==> config.mk <==
export PLATFORM = sky130hd
export DESIGN_NAME = char_dev_ctrl_flat
export DESIGN_NICKNAME = d
export VERILOG_FILES = /design/src/rtl/char_dev_pkg.sv /design/src/rtl/char_dev_ctrl_if.sv /design/src/rtl/sync_fifo.sv /design/src/rtl/char_dev_ctrl.sv /design/src/flat_wrapper.sv
export SDC_FILE = /design/constraint.sdc
export NUM_CORES = 1
export LEC_CHECK = 0
export CAP_MARGIN = 20
export CORE_MARGIN = 4
export CORE_UTILIZATION = 41
export CTS_CLUSTER_SIZE = 24
export DETAILED_ROUTE_END_ITERATION = 6
export PLACE_DENSITY = 0.6
export SYNTH_ARGS = -nofsm -noshare
export SYNTH_HDL_FRONTEND = slang
export SYNTH_SLANG_ARGS = --single-unit
==> constraint.sdc <==
create_clock -name clk -period 6.1 [get_ports clk]
set_clock_uncertainty 0.05 [all_clocks]
set_input_delay 1.22 -clock clk [delete_from_list [all_inputs] [get_ports clk]]
set_output_delay 1.22 -clock clk [all_outputs]
set_load 0.1 [all_outputs]
==> src/rtl/char_dev_pkg.sv <==
// rtl/char_dev_pkg.sv - shared register map for the multi-channel character device controller
package char_dev_pkg;

  localparam int CSR_IE  = 0;
  localparam int CSR_RXA = 1;
  localparam int CSR_TXF = 2;
  localparam int CSR_OF  = 3;
  localparam int CSR_ERR = 4;
  localparam int CSR_TXE = 5;

  typedef enum logic {
    REG_CSR = 1'b0,
    REG_DR  = 1'b1
  } reg_sel_e;

endpackage

==> src/rtl/char_dev_ctrl_if.sv <==
// rtl/char_dev_ctrl_if.sv - 8-bit device bus between the CPU decoder and the controller
interface char_dev_ctrl_if #(
  parameter int ADDR_W = 4
);
  logic [ADDR_W-1:0] bus_addr;
  logic              bus_rd;
  logic              bus_wr;
  logic [7:0]        bus_wdata;
  logic [7:0]        bus_rdata;
  logic              bus_ack;

  modport master (
    output bus_addr, bus_rd, bus_wr, bus_wdata,
    input  bus_rdata, bus_ack
  );

  modport slave (
    input  bus_addr, bus_rd, bus_wr, bus_wdata,
    output bus_rdata, bus_ack
  );
endinterface

==> src/rtl/sync_fifo.sv <==
// rtl/sync_fifo.sv - single-clock FIFO; a push into a full FIFO succeeds only alongside a pop
module sync_fifo #(
  parameter int WIDTH = 8,
  parameter int DEPTH = 4
) (
  input  logic                   clk,
  input  logic                   rst,
  input  logic                   i_push,
  input  logic                   i_pop,
  input  logic [WIDTH-1:0]       i_din,
  output logic [WIDTH-1:0]       o_dout,
  output logic                   o_full,
  output logic                   o_empty,
  output logic [$clog2(DEPTH):0] o_count
);
  localparam int PTR_W = $clog2(DEPTH);
  localparam int CNT_W = PTR_W + 1;

  logic [WIDTH-1:0] r_mem [DEPTH];
  logic [PTR_W-1:0] r_wr_ptr;
  logic [PTR_W-1:0] r_rd_ptr;
  logic [CNT_W-1:0] r_count;
  logic             w_do_push;
  logic             w_do_pop;

  assign o_full    = (r_count == CNT_W'(DEPTH));
  assign o_empty   = (r_count == '0);
  assign o_count   = r_count;
  assign o_dout    = r_mem[r_rd_ptr];
  assign w_do_pop  = i_pop & ~o_empty;
  assign w_do_push = i_push & (~o_full | w_do_pop);

  // Storage is cleared too so the head reads 0x00 straight out of reset.
  always_ff @(posedge clk or posedge rst) begin
    if (rst) begin
      r_wr_ptr <= '0;
      r_rd_ptr <= '0;
      r_count  <= '0;
      for (int i = 0; i < DEPTH; i++) begin
        r_mem[i] <= '0;
      end
    end else begin
      if (w_do_push) begin
        r_mem[r_wr_ptr] <= i_din;
        r_wr_ptr        <= r_wr_ptr + 1'b1;
      end
      if (w_do_pop) begin
        r_rd_ptr <= r_rd_ptr + 1'b1;
      end
      case ({w_do_push, w_do_pop})
        2'b10:   r_count <= r_count + 1'b1;
        2'b01:   r_count <= r_count - 1'b1;
        default: r_count <= r_count;
      endcase
    end
  end
endmodule

==> src/rtl/char_dev_ctrl.sv <==
// rtl/char_dev_ctrl.sv - multi-channel character device controller: bus decoder, CSR flags, irq
module char_dev_ctrl
  import char_dev_pkg::*;
#(
  parameter int NCH    = 2,
  parameter int DEPTH  = 4,
  parameter int ADDR_W = 4
) (
  input  logic               clk,
  input  logic               rst,
  char_dev_ctrl_if.slave     bus,
  input  logic [NCH-1:0]     i_dev_rx_valid,
  input  logic [NCH*8-1:0]   i_dev_rx_data,
  output logic [NCH-1:0]     o_dev_tx_valid,
  output logic [NCH*8-1:0]   o_dev_tx_data,
  input  logic [NCH-1:0]     i_dev_tx_ready,
  output logic [NCH-1:0]     o_irq
);
  localparam int CH_W  = ADDR_W - 1;
  localparam int CNT_W = $clog2(DEPTH) + 1;

  logic [CH_W-1:0]  w_ch;
  reg_sel_e         w_reg;
  logic             w_rd;
  logic             w_wr;
  logic [NCH-1:0]   w_sel;
  logic [NCH-1:0]   w_rx_pop;
  logic [NCH-1:0]   w_rx_full;
  logic [NCH-1:0]   w_rx_empty;
  logic [NCH-1:0]   w_rxa;
  logic [NCH-1:0]   w_tx_push;
  logic [NCH-1:0]   w_tx_pop;
  logic [NCH-1:0]   w_tx_full;
  logic [NCH-1:0]   w_tx_empty;
  logic [NCH-1:0]   w_csr_wr;
  logic [NCH-1:0]   w_of_set;
  logic [NCH-1:0]   w_err_set;
  logic [7:0]       w_rx_dout  [NCH];
  logic [7:0]       w_tx_dout  [NCH];
  logic [CNT_W-1:0] w_rx_count [NCH];
  logic [CNT_W-1:0] w_tx_count [NCH];
  logic [7:0]       w_csr      [NCH];
  logic [7:0]       w_rdata_nxt;

  logic [NCH-1:0]   r_ie;
  logic [NCH-1:0]   r_of;
  logic [NCH-1:0]   r_err;
  logic [NCH-1:0]   r_irq;
  logic [7:0]       r_rdata;
  logic             r_ack;

  // A simultaneous write is dropped so a combined strobe behaves as a pure read.
  assign w_ch  = bus.bus_addr[ADDR_W-1:1];
  assign w_reg = reg_sel_e'(bus.bus_addr[0]);
  assign w_rd  = bus.bus_rd;
  assign w_wr  = bus.bus_wr & ~bus.bus_rd;

  for (genvar c = 0; c < NCH; c++) begin : g_ch
    logic [7:0] w_csr_c;

    assign w_sel[c]     = (w_ch == CH_W'(c));
    assign w_rx_pop[c]  = w_rd & w_sel[c] & (w_reg == REG_DR) & ~w_rx_empty[c];
    assign w_tx_push[c] = w_wr & w_sel[c] & (w_reg == REG_DR);
    assign w_tx_pop[c]  = ~w_tx_empty[c] & i_dev_tx_ready[c];
    assign w_csr_wr[c]  = w_wr & w_sel[c] & (w_reg == REG_CSR);
    assign w_of_set[c]  = i_dev_rx_valid[c] & w_rx_full[c] & ~w_rx_pop[c];
    assign w_err_set[c] = (w_rd & w_sel[c] & (w_reg == REG_DR) & w_rx_empty[c])
                        | (w_tx_push[c] & w_tx_full[c] & ~w_tx_pop[c]);
    assign w_rxa[c]     = (w_rx_count[c] != '0);

    always_comb begin
      w_csr_c          = '0;
      w_csr_c[CSR_IE]  = r_ie[c];
      w_csr_c[CSR_RXA] = w_rxa[c];
      w_csr_c[CSR_TXF] = (w_tx_count[c] == CNT_W'(DEPTH));
      w_csr_c[CSR_OF]  = r_of[c];
      w_csr_c[CSR_ERR] = r_err[c];
      w_csr_c[CSR_TXE] = (w_tx_count[c] == '0);
    end
    assign w_csr[c] = w_csr_c;

    sync_fifo #(.WIDTH(8), .DEPTH(DEPTH)) u_rx_fifo (
      .clk     (clk),
      .rst     (rst),
      .i_push  (i_dev_rx_valid[c]),
      .i_pop   (w_rx_pop[c]),
      .i_din   (i_dev_rx_data[8*c +: 8]),
      .o_dout  (w_rx_dout[c]),
      .o_full  (w_rx_full[c]),
      .o_empty (w_rx_empty[c]),
      .o_count (w_rx_count[c])
    );

    sync_fifo #(.WIDTH(8), .DEPTH(DEPTH)) u_tx_fifo (
      .clk     (clk),
      .rst     (rst),
      .i_push  (w_tx_push[c]),
      .i_pop   (w_tx_pop[c]),
      .i_din   (bus.bus_wdata),
      .o_dout  (w_tx_dout[c]),
      .o_full  (w_tx_full[c]),
      .o_empty (w_tx_empty[c]),
      .o_count (w_tx_count[c])
    );

    assign o_dev_tx_valid[c]       = ~w_tx_empty[c];
    assign o_dev_tx_data[8*c +: 8] = w_tx_dout[c];
  end

  // Unmapped channels match no w_sel bit, so they read 0x00 and touch nothing.
  always_comb begin
    w_rdata_nxt = '0;
    for (int c = 0; c < NCH; c++) begin
      if (w_rd && w_sel[c]) begin
        if (w_reg == REG_DR) begin
          w_rdata_nxt = w_rx_empty[c] ? 8'h00 : w_rx_dout[c];
        end else begin
          w_rdata_nxt = w_csr[c];
        end
      end
    end
  end

  // A flag being set in the same cycle as its write-1-to-clear wins.
  always_ff @(posedge clk or posedge rst) begin
    if (rst) begin
      r_ie    <= '0;
      r_of    <= '0;
      r_err   <= '0;
      r_irq   <= '0;
      r_rdata <= '0;
      r_ack   <= 1'b0;
    end else begin
      r_ack   <= bus.bus_rd | bus.bus_wr;
      r_rdata <= w_rdata_nxt;
      r_ie    <= (r_ie & ~w_csr_wr) | (w_csr_wr & {NCH{bus.bus_wdata[CSR_IE]}});
      r_of    <= (r_of & ~(w_csr_wr & {NCH{bus.bus_wdata[CSR_OF]}})) | w_of_set;
      r_err   <= (r_err & ~(w_csr_wr & {NCH{bus.bus_wdata[CSR_ERR]}})) | w_err_set;
      r_irq   <= r_ie & (w_rxa | r_of);
    end
  end

  assign bus.bus_rdata = r_rdata;
  assign bus.bus_ack   = r_ack;
  assign o_irq         = r_irq;
endmodule

==> src/flat_wrapper.sv <==
// flat-port wrapper written by rule: the top's interface ports become plain ports
module char_dev_ctrl_flat import char_dev_pkg::*;
#(
  parameter int NCH    = 2,
  parameter int DEPTH  = 4,
  parameter int ADDR_W = 4
)
  (clk, rst, i_dev_rx_valid, i_dev_rx_data, o_dev_tx_valid, o_dev_tx_data, i_dev_tx_ready, o_irq, bus_bus_addr, bus_bus_rd, bus_bus_wr, bus_bus_wdata, bus_bus_rdata, bus_bus_ack);
  char_dev_ctrl_if #(.ADDR_W(ADDR_W)) bus_i ();
  input  logic clk;
  input  logic rst;
  input  logic [NCH-1:0] i_dev_rx_valid;
  input  logic [NCH*8-1:0] i_dev_rx_data;
  output logic [NCH-1:0] o_dev_tx_valid;
  output logic [NCH*8-1:0] o_dev_tx_data;
  input  logic [NCH-1:0] i_dev_tx_ready;
  output logic [NCH-1:0] o_irq;
  input wire logic [$bits(bus_i.bus_addr)-1:0] bus_bus_addr;
  input wire logic [$bits(bus_i.bus_rd)-1:0] bus_bus_rd;
  input wire logic [$bits(bus_i.bus_wr)-1:0] bus_bus_wr;
  input wire logic [$bits(bus_i.bus_wdata)-1:0] bus_bus_wdata;
  output wire logic [$bits(bus_i.bus_rdata)-1:0] bus_bus_rdata;
  output wire logic [$bits(bus_i.bus_ack)-1:0] bus_bus_ack;
  assign bus_i.bus_addr = bus_bus_addr;
  assign bus_i.bus_rd = bus_bus_rd;
  assign bus_i.bus_wr = bus_bus_wr;
  assign bus_i.bus_wdata = bus_bus_wdata;
  assign bus_bus_rdata = bus_i.bus_rdata;
  assign bus_bus_ack = bus_i.bus_ack;
  char_dev_ctrl #(.NCH(NCH), .DEPTH(DEPTH), .ADDR_W(ADDR_W)) u_core (.clk(clk), .rst(rst), .bus(bus_i), .i_dev_rx_valid(i_dev_rx_valid), .i_dev_rx_data(i_dev_rx_data), .o_dev_tx_valid(o_dev_tx_valid), .o_dev_tx_data(o_dev_tx_data), .i_dev_tx_ready(i_dev_tx_ready), .o_irq(o_irq));
endmodule
==> run_results.csv, run 1 <==
group,metric,value,unit
cts,clock_tree_from_tritoncts,"yes",
cts,clock_latency,0.42,ns
setup_path,r2r-end,"u_core.g_ch[0].u_tx_fifo.o_count[2]$_DFFE_PP0P_",
power_and_ir_drop,irDropWorstVdd,0.271,mV
min_path,hold_path_startpoint,"u_core.g_ch[0].u_tx_fifo.r_mem[5]$_DFFE_PP0P_",
synth,ys_dominant_reg_cell,"dfrtp_1",
setup_path,timing.reg2reg.worst_path_depth,9,
setup_path,cp_data_required_time,4.83,ns
timing,fmax,248,MHz
cts,cts_made_buffers,17,
setup_path,cp_slowest_cell,"clkdlybuf4s50_1",
synth,synth_area_per_cell,14.9,sq um
floorplan,design.portCount,65,
floorplan,num_rows,50,
synth,synth.top_cells.by_area,"dfrtp_1 54%, mux2_2 18%, mux4_2 9.1%, ha_1 3.1%, xnor2_1 1.5%",
synth,post_synth_inst_count,534,
floorplan,effective_utilization_at_floorplan,0.421,
routing,dr_total_vias,4528,
routing,route.detailed.wl_per_inst,19.1,um
synth,yosys_warnings,0,
setup_path,reg2reg_setup_slack,3.52,ns
finish,final_layout_size_suffix_gt1_frac,0.348,
finish,diodes,0,
placed_design,io_buf_count,64,
synth,synth.ff_latch_count,173,
cts,cts.sinks,173,
outcome,outcome,"finished, final reports clean",
floorplan,core,18900,sq um
global_route,antenna_found_initial,0,
cts,cts_root_buffer,"clkbuf_16",
global_route,grt_start_max_net_pins,65,
synth,synth_fp_nets,594,
timing,finalCriticalPeriod,4.03,ns
min_path,hold_path.class,"reg -> reg",
cts,worst_setup_hold_path_clk_slew,0.07,ns
synth,synth_cell_type_count,43,
synth,synth-seq-area-share,0.544,
min_path,hold_path_end,"u_core.g_ch[0].u_tx_fifo.r_mem[5]$_DFFE_PP0P_",
routing,drc_errors,0,
setup_path,biggest_fanout_along_the_worst_timing_path,10,
cts,postCtsSetupBuffers,0,
synth,post_synth_edffs,0,
power_and_ir_drop,powerDensity,491,nW/um^2
run,timing.max_cap.violations,0,
placed_design,place_hpwl,11700,um
cts,cts.hold.buffers_added,0,
synth,syn-cell-area,7960,sq um
timing,worst-slew-pin-transition,1.04,ns
min_path,hold-path-cell-count,1,
setup_path,setup.worst_path.end_class,"primary output",
global_route,grtUsageTotal,0.162,
floorplan,design.die.area,21700,sq um
timing,timing_max_transition_violations_final,0,
routing,wl,16800,um
timing,timing.final.crit_share,0.660,
timing,setup_viol_count_final,0,
floorplan,floorplan.die.height,147,um
placed_design,gp_congestion,0.771,
setup_path,timing.setup.critical_path_class,"reg -> out",
routing,first_pass_iters,5,
routing,drtAntennaViolNets,0,
setup_path,timing.critical_path.slowest_cell_delay,0.99,ns
setup_path,critPathLaunchType,"flip-flop",
setup_path,critical_path.cell_chain,"mux4_2, clkdlybuf4s50_1",
finish,fin_nets,665,
synth,synth_top_area_share,0.544,
routing,first_iter_violations,162,
timing,rsz0062_at_grt,"false",
floorplan,floorplan.die.width,147,um
routing,route.detailed.vias_per_inst,5.16,
setup_path,arrival_time_of_data_at_the_critical_path_endpoint,2.76,ns
power_and_ir_drop,p_leak,4.18,nW
global_route,grt.overflow.total,0,
timing,timing.slew.headroom,0.303,
finish,area_delta_synth_final,19.6,%
global_route,grt_first_pass_wirelength,27200,um
synth,post-synth-top-area-cell,"dfrtp_1",
timing,hold_viol,0,
cts,postCtsResizedCells,0,
finish,final_core_occ,0.504,
cts,cts_max_path_buffers,2,
setup_path,rr_startpoint,"u_core.g_ch[0].u_tx_fifo.o_count[0]$_DFFE_PP0P_",
cts,number_of_h_tree_branching_levels,4,
timing,timing.setup.tns,0,ns
global_route,first_global_vias,4949,
synth,async_reset_ff_frac,1.00,
==> cell usage after synthesis, types with 2 or more instances <==
cell type and instances:
a2111oi_4 2, a22oi_1 4, a222oi_1 3, xor2_1 10
nor2b_1 2, and3_1 3, nor3_1 4, a22o_1 4
or2_2 2, mux4_2 32, mux2_1 7, xnor2_1 14
ha_1 20, inv_1 27, nor2_2 8, clkbuf_1 9
dfrtp_1 173, o21ai_0 3, or4b_2 2, o21a_1 2
nand2_1 32, or3_1 2, nand3_1 2, mux2i_1 3
fa_1 4, nor2_1 7, mux2_2 124, nand2_2 8
buf_2 3, nand2b_1 3, and2_1 2, buf_1 2
==> kinds of logic after synthesis <==
group / count (synthesis) / share of synthesized area
AOI/OAI and AO/OA: 23 / 0.0280
xor gates and xnor gates: 24 / 0.0264
adders and majority gates: 24 / 0.0415
buffers and inverters: 41 / 0.0198
DFF: 173 / 0.544
muxes: 166 / 0.280
and+or+nand+nor: 83 / 0.0608
==> where the power goes <==
| group | switching [mW] | total, mW | leakage [nW] | internal (mW) |
|---|---|---|---|---|
| combinational | 0.840 | 1.62 | 1.71 | 0.781 |
| clock | 0.458 | 1.16 | 0.301 | 0.700 |
| sequential | 0.348 | 1.89 | 2.17 | 1.55 |
==> state kept, by name (all words and copies together), names as in the netlist, named ones only <==
| name | flops |
|---|---|
| u_core.g_ch.u_rx_fifo.r_wr_ptr | 4 |
| u_core.g_ch.u_tx_fifo.r_mem | 64 |
| u_core.g_ch.u_rx_fifo.o_count | 6 |
| u_core.g_ch.u_tx_fifo.r_wr_ptr | 4 |
| u_core.g_ch.u_tx_fifo.o_count | 6 |
| u_core.g_ch.u_rx_fifo.r_rd_ptr | 4 |
| u_core.bus.bus_ack | 1 |
| u_core.g_ch.u_rx_fifo.r_mem | 64 |
| u_core.r_err | 2 |
| u_core.bus.bus_rdata | 8 |
| u_core.o_irq | 2 |
| u_core.g_ch.u_tx_fifo.r_rd_ptr | 4 |
| u_core.r_of | 2 |
==> area by class of cell <==
cell class | count | area [sq um]
clock buffers | 19 | 443
clock inverters | 12 | 184
fillers | 1656 | 9380
inverters | 27 | 106
multi-input cells | 320 | 3470
flip-flops and latches | 173 | 4330
well taps | 260 | 325
repair buffers | 66 | 656
==> per-stage QoR <==
stage                     hold slack, ns  area, sq um  power, mW  worst slack (ns)  instances
after floorplan                    0.400         7960       3.13             0.142        534
after global placement             0.421         8890       3.49              2.03        846
after detailed placement           0.431         8890       3.57              1.96        846
after CTS                          0.447         9520       4.74              2.01        877
after global routing               0.455         9520       4.94              1.94        877
final                              0.437         9520       4.67              2.07        877
==> critical path, delay by kind of cell (launching register included) <==
kind,cells,cell delay (ns)
buffers and inverters,1,0.99
flip-flops,1,0.73
multiplexers,1,0.61
==> per-layer routing <==
metal	vias up	wire, um	share of wire	global-route usage
li1	2068	-	-	-
met1	2362	7310	0.44	0.207
met2	81	8630	0.51	0.279
met3	17	619	0.037	0.0358
met4	0	231	0.014	0.0457
met5	-	0	0	0
==> layout by cell type (no fill, tap or decap), types with 3 or more instances in the layout <==
master,Yosys,final
xor2_1,10,10
nand2b_1,3,3
nor3_1,4,4
mux2_1,7,7
nand2_2,8,8
nor2_1,7,7
bufinv_16,0,4
a22o_1,4,4
clkbuf_16,0,17
nor2_2,8,8
mux2i_1,3,3
nand2_1,32,32
xnor2_1,14,14
inv_6,0,5
ha_1,20,20
mux4_2,32,32
clkdlybuf4s50_1,0,64
inv_1,27,26
a22oi_1,4,4
and3_1,3,3
dfrtp_1,173,173
fa_1,4,4
o21ai_0,3,3
a222oi_1,3,3
mux2_2,124,124
==> worst max-delay path by stage <==
stage                                                startpoint                                         endpoint  slack (ns)
6_report       u_core.g_ch[1].u_tx_fifo.r_rd_ptr[0]$_DFFE_PP0P_                                o_dev_tx_data[12]        2.07
3_5_place_dp                                    bus_bus_addr[2]  u_core.g_ch[1].u_rx_fifo.o_count[2]$_DFFE_PP0P_        1.96
4_1_cts        u_core.g_ch[1].u_tx_fifo.r_rd_ptr[0]$_DFFE_PP0P_                                o_dev_tx_data[12]        2.01
2_1_floorplan                                               rst                                        async pin        0.14
3_3_place_gp                                    bus_bus_addr[2]  u_core.g_ch[1].u_rx_fifo.o_count[2]$_DFFE_PP0P_        2.03
5_1_grt        u_core.g_ch[1].u_tx_fifo.r_rd_ptr[0]$_DFFE_PP0P_                                o_dev_tx_data[12]        1.94
Note: power is estimated with default switching activity, not from simulation.
==> run 2: changes to the inputs <==
PLACE_DENSITY = 0.58   (was 0.6)
clock period = 4.1 ns   (was 6.1 ns; I/O delays follow)
==> run 2 against run 1 <==
  * Largest cell class unchanged
  * Final cell count increased by 0.57%
  * Global-route usage hardly changed
  * Final area down 0.25%
  * Flip-flop and latch count unchanged
  * First-iteration DRC count down 14%
  * Combinational power up 50%
  * Sequential share of layout area increased by 0.11 points
  * Non-clock buffer count up 5
  * Register-to-register slack worse by 2.1 ns
  * Total power is 46% higher
  * Clock-buffer cell count rose by 2
  * Critical endpoint is now o_dev_tx_data[15]
  * Clock power is 41% higher
==> run_results.csv, run 2 (synthesized netlist as in run 1, its figures left out) <==
group,metric,value,unit
outcome,outcome,"finished, final reports clean",
global_route,grtUsageTotal,0.162,
setup_path,arrival_time_of_data_at_the_critical_path_endpoint,2.47,ns
setup_path,reg2reg_setup_slack,1.45,ns
finish,fin_area,9490,sq um
finish,diodes,0,
cts,postCtsResizedCells,0,
min_path,hold_path.class,"reg -> reg",
placed_design,io_buf_count,64,
finish,mostFrequentLayoutCell,"dfrtp_1",
finish,post_layout_nonfiller_instances,882,
setup_path,r2r-end,"u_core.g_ch[1].u_tx_fifo.o_count[2]$_DFFE_PP0P_",
cts,worst_setup_hold_path_clk_slew,0.06,ns
routing,dr_total_vias,4498,
finish,layout.cells.most_common_list,"173 x dfrtp_1, 124 x mux2_2, 49 x clkdlybuf4s50_1",
cts,cts.hold.buffers_added,0,
global_route,first_global_vias,5052,
routing,route.detailed.wl_per_inst,18.8,um
setup_path,cp_data_required_time,3.23,ns
cts,number_of_h_tree_branching_levels,4,
setup_path,timing.setup.critical_path_class,"reg -> out",
timing,finalCriticalPeriod,3.34,ns
routing,drc_errors,0,
placed_design,place_hpwl,11300,um
floorplan,design.portCount,65,
setup_path,timing.reg2reg.worst_path_depth,10,
placed_design,pre_cts_slack,0.478,ns
timing,timing.setup.tns,0,ns
setup_path,biggest_fanout_along_the_worst_timing_path,9,
finish,fin_nets,670,
min_path,hold-path-cell-count,1,
global_route,grt.overflow.total,0,
power_and_ir_drop,p_leak,4.22,nW
floorplan,core,18900,sq um
floorplan,design.die.area,21700,sq um
timing,hold_viol,0,
timing,timing_max_transition_violations_final,0,
setup_path,critical_path.cell_chain,"mux4_2, clkdlybuf4s50_1",
timing,timing.final.crit_share,0.814,
timing,timing.slew.headroom,0.337,
cts,postCtsSetupBuffers,0,
timing,setup_viol_count_final,0,
power_and_ir_drop,irDropWorstVdd,0.338,mV
cts,clock_tree_from_tritoncts,"yes",
setup_path,cp_slowest_cell,"clkdlybuf4s50_1",
finish,area_delta_synth_final,19.3,%
timing,worst-slew-pin-transition,0.992,ns
power_and_ir_drop,powerDensity,721,nW/um^2
cts,cts_made_buffers,17,
placed_design,numPlacedInstances,851,
placed_design,gp_congestion,0.798,
floorplan,floorplan.die.width,147,um
routing,route.detailed.vias_per_inst,5.10,
setup_path,critPathTopFamily,"buffers and inverters",
cts,cts.sinks,173,
timing,fmax,300,MHz
finish,final_layout_size_suffix_gt1_frac,0.375,
setup_path,setup.worst_path.end_class,"primary output",
min_path,hold_path_end,"u_core.g_ch[1].u_tx_fifo.r_mem[14]$_DFFE_PP0P_",
timing,rsz0062_at_grt,"false",
placed_design,detailed_place.area,8900,sq um
min_path,hold_path_startpoint,"u_core.g_ch[1].u_tx_fifo.r_mem[14]$_DFFE_PP0P_",
run,timing.max_cap.violations,0,
setup_path,timing.critical_path.slowest_cell_delay,1.13,ns
routing,first_pass_iters,4,
global_route,grt_first_pass_wirelength,27200,um
cts,cts_root_buffer,"clkbuf_16",
floorplan,effective_utilization_at_floorplan,0.421,
cts,clock_latency,0.42,ns
routing,first_iter_violations,139,
floorplan,num_rows,50,
routing,wl,16600,um
timing,finalWorstSetupSlack,0.764,ns
floorplan,floorplan.die.height,147,um
setup_path,worstPathBufferInverterCount,1,
global_route,antenna_found_initial,0,
routing,drtAntennaViolNets,0,
cts,cts_max_path_buffers,2,
global_route,grt_start_max_net_pins,174,
setup_path,rr_startpoint,"u_core.g_ch[1].u_tx_fifo.o_count[1]$_DFFE_PP0P_",
setup_path,critPathLaunchType,"flip-flop",
==> run 2: how the worst max path moves through the flow <==
stage / cells after the start / slack (ns) / startpoint / endpoint
2_1_floorplan: 1 / 1.02 / rst / async pin
3_3_place_gp: 10 / 0.57 / bus_bus_addr[1] / u_core.g_ch[0].u_rx_fifo.o_count[2]$_DFFE_PP0P_
3_5_place_dp: 10 / 0.48 / bus_bus_addr[1] / u_core.g_ch[0].u_rx_fifo.o_count[2]$_DFFE_PP0P_
4_1_cts: 2 / 0.74 / u_core.g_ch[1].u_tx_fifo.r_rd_ptr[1]$_DFFE_PP0P_ / o_dev_tx_data[15]
5_1_grt: 2 / 0.70 / u_core.g_ch[1].u_tx_fifo.r_rd_ptr[1]$_DFFE_PP0P_ / o_dev_tx_data[15]
6_report: 2 / 0.76 / u_core.g_ch[1].u_tx_fifo.r_rd_ptr[1]$_DFFE_PP0P_ / o_dev_tx_data[15]
==> run 2: layer usage <==
| layer | vias up | global-route usage | part of all wire |
|---|---|---|---|
| met5 | - | 0 | 0 |
| met4 | 0 | 0.0457 | 0.013 |
| met3 | 14 | 0.0355 | 0.029 |
| met2 | 68 | 0.287 | 0.52 |
| met1 | 2353 | 0.201 | 0.44 |
| li1 | 2063 | - | - |
==> run 2: power by group <==
group	total, mW	internal [mW]	leakage (nW)	switching, mW
logic	2.43	1.16	1.76	1.27
registers	2.78	2.30	2.17	0.482
clock network	1.63	0.973	0.283	0.655
total	6.84	4.44	4.22	2.40
==> run 2: final cells by class <==
cell class | count | area, sq um
timing repair buffer | 71 | 668
clock inverter | 10 | 141
multi-input combinational | 320 | 3470
inverter | 27 | 105
sequential | 173 | 4330
fill | 1681 | 9400
tap | 260 | 325
clock buffer | 21 | 450
==> run 2: per-stage QoR <==
| step | hold slack [ns] | total power, mW | utilization |
|---|---|---|---|
| floorplan | 0.400 | 4.66 | - |
| global placement | 0.422 | 5.17 | 0.471 |
| detailed placement | 0.428 | 5.29 | 0.471 |
| CTS | 0.443 | 6.94 | 0.502 |
| global route | 0.458 | 7.25 | 0.502 |
| finish | 0.443 | 6.84 | 0.502 |
==> run 3: changes to the inputs <==
clock period = 3.18 ns   (was 4.1 ns; I/O delays follow)
==> run 3 against run 2 <==
  * Clock-buffer cell count unchanged
  * Sequential power up 30%
  * First-iteration DRC count up 87%
  * Worst hold slack worse by 0.0061 ns
  * Worst setup slack worse by 0.34 ns
  * Global-route usage about the same
  * Routed wire length up 0.71%
  * Sequential share of layout area down 0.56 points
  * Critical endpoint is now u_core.g_ch[0].u_rx_fifo.o_count[2]$_DFFE_PP0P_
  * Highest routed layer unchanged
==> run_results.csv, run 3 (synthesized netlist as in run 1, its figures left out) <==
group,metric,value,unit
setup_path,critPathLaunchType,"primary input",
setup_path,critical_path.cell_chain,"clkdlybuf4s50_1, buf_4, nor4b_4, and3_1, ha_1, inv_1, fa_1, xor2_1, nor2_1, xnor2_1",
run,timing.max_cap.violations,0,
power_and_ir_drop,switchingPower,3.13,mW
timing,timing.setup.tns,0,ns
power_and_ir_drop,irDropWorstVdd,0.576,mV
setup_path,critPathTopFamily,"simple AND/OR/NAND/NOR gates",
timing,hold_viol,0,
outcome,outcome,"finished, final reports clean",
timing,rsz0062_at_grt,"false",
floorplan,floorplan.die.height,147,um
placed_design,io_buf_count,64,
finish,mostFrequentLayoutCell,"dfrtp_1",
cts,worst_setup_hold_path_clk_slew,0.07,ns
finish,fin_nets,690,
power_and_ir_drop,p_leak,4.34,nW
setup_path,worstPathBufferInverterCount,3,
power_and_ir_drop,p_int,5.64,mW
cts,cts_root_buffer,"clkbuf_16",
global_route,grt_first_pass_wirelength,27400,um
setup_path,biggest_fanout_along_the_worst_timing_path,6,
timing,fmax,362,MHz
routing,route.detailed.wl_per_inst,18.5,um
cts,clock_tree_from_tritoncts,"yes",
global_route,antenna_found_initial,0,
routing,route.detailed.vias_per_inst,5.09,
cts,number_of_h_tree_branching_levels,4,
cts,cts_max_path_buffers,2,
floorplan,floorplan.die.width,147,um
setup_path,setup.worst_path.end_class,"flip-flop",
cts,cts.sinks,173,
routing,drc_errors,0,
timing,timing.final.crit_share,0.868,
routing,first_pass_iters,4,
cts,cts.hold.buffers_added,0,
cts,clock_latency,0.42,ns
timing,hold_ws,0.437,ns
power_and_ir_drop,seqPwrFrac,0.414,
timing,timing_max_transition_violations_final,0,
setup_path,timing.setup.critical_path_class,"in -> reg",
timing,timing.slew.headroom,0.562,
floorplan,design.die.area,21700,sq um
routing,drtAntennaViolNets,0,
finish,final_layout_size_suffix_gt1_frac,0.418,
global_route,grt_start_max_net_pins,55,
setup_path,cp_slowest_cell,"clkdlybuf4s50_1",
floorplan,effective_utilization_at_floorplan,0.421,
finish,diodes,0,
timing,setup_viol_count_final,0,
floorplan,num_rows,50,
setup_path,arrival_time_of_data_at_the_critical_path_endpoint,3.05,ns
global_route,grt.overflow.total,0,
global_route,first_global_vias,5177,
timing,worst-slew-pin-transition,0.656,ns
global_route,grtUsageTotal,0.163,
finish,area_delta_synth_final,20.7,%
floorplan,design.portCount,65,
floorplan,core,18900,sq um
routing,dr_total_vias,4598,
power_and_ir_drop,powerDensity,912,nW/um^2
placed_design,gp_congestion,0.774,
power_and_ir_drop,power_frac_clock,0.227,
setup_path,cp_data_required_time,3.47,ns
routing,wl,16700,um
cts,postCtsResizedCells,0,
placed_design,place_hpwl,11700,um
setup_path,timing.critical_path.slowest_cell_delay,0.49,ns
timing,finalCriticalPeriod,2.76,ns
finish,layout.cells.most_common_list,"173 x dfrtp_1, 124 x mux2_2, 53 x buf_4",
cts,cts_made_buffers,17,
cts,postCtsSetupBuffers,0,
power_and_ir_drop,comb_power_share,0.359,
routing,first_iter_violations,260,
power_and_ir_drop,power_switching_share,0.357,
min_path,hold_path.class,"reg -> reg",
-- run 3: final timing paths --
check | start | endpoint | slack (ns) | depth (start not counted)
worst max register to register | u_core.g_ch[1].u_tx_fifo.o_count[1]$_DFFE_PP0P_ | u_core.g_ch[1].u_tx_fifo.o_count[2]$_DFFE_PP0P_ | 0.70 | 9
worst max-delay path | bus_bus_addr[3] | u_core.g_ch[0].u_rx_fifo.o_count[2]$_DFFE_PP0P_ | 0.42 | 10
min in group asynchronous | rst | u_core.o_irq[1]$_DFF_PP0_ | 0.61 | 2
worst min register to register | u_core.g_ch[1].u_tx_fifo.r_mem[14]$_DFFE_PP0P_ | u_core.g_ch[1].u_tx_fifo.r_mem[14]$_DFFE_PP0P_ | 0.44 | 1
max in group asynchronous | rst | u_core.g_ch[1].u_tx_fifo.r_mem[18]$_DFFE_PP0P_ | 1.79 | 3
worst min-delay path | u_core.g_ch[1].u_tx_fifo.r_mem[14]$_DFFE_PP0P_ | u_core.g_ch[1].u_tx_fifo.r_mem[14]$_DFFE_PP0P_ | 0.44 | 1
-- run 3: per-layer routing --
layer	wire, um	global-route usage	vias to the layer above	part of all wire
li1	-	-	2116	-
met4	161	0.0396	0	0.0097
met3	650	0.0386	11	0.039
met2	8700	0.287	76	0.52
met5	0	0	-	0
met1	7160	0.203	2395	0.43
-- run 3: area by class of cell --
class                   count  area, sq um
well taps                 260          325
repair buffers             91          808
multi-input cells         320         3470
clock buffers              21          460
clock inverters            11          109
flip-flops and latches    173         4330
inverters                  27          105
fillers                  1676         9280
-- run 3: power by group through the flow --
stage	Combinational, mW	Sequential [mW]	Clock (mW)
6_report	3.15	3.62	1.99
3_5_place_dp	3.19	3.68	0
2_1_floorplan	2.59	3.43	0
4_1_cts	3.20	3.64	2.05
5_1_grt	3.41	3.75	2.16
3_3_place_gp	3.09	3.64	0
-- run 3: through the flow --
step           instances  worst slack, ns  power [mW]  area (sq um)  utilization
2_1_floorplan        534            0.283        6.01          7960            -
6_report             903            0.419        8.76          9610        0.509
5_1_grt              903            0.271        9.32          9610        0.509
4_1_cts              903            0.423        8.90          9610        0.509
3_5_place_dp         871          -0.0335        6.87          9040        0.479
3_3_place_gp         871            0.114        6.73          9040        0.479
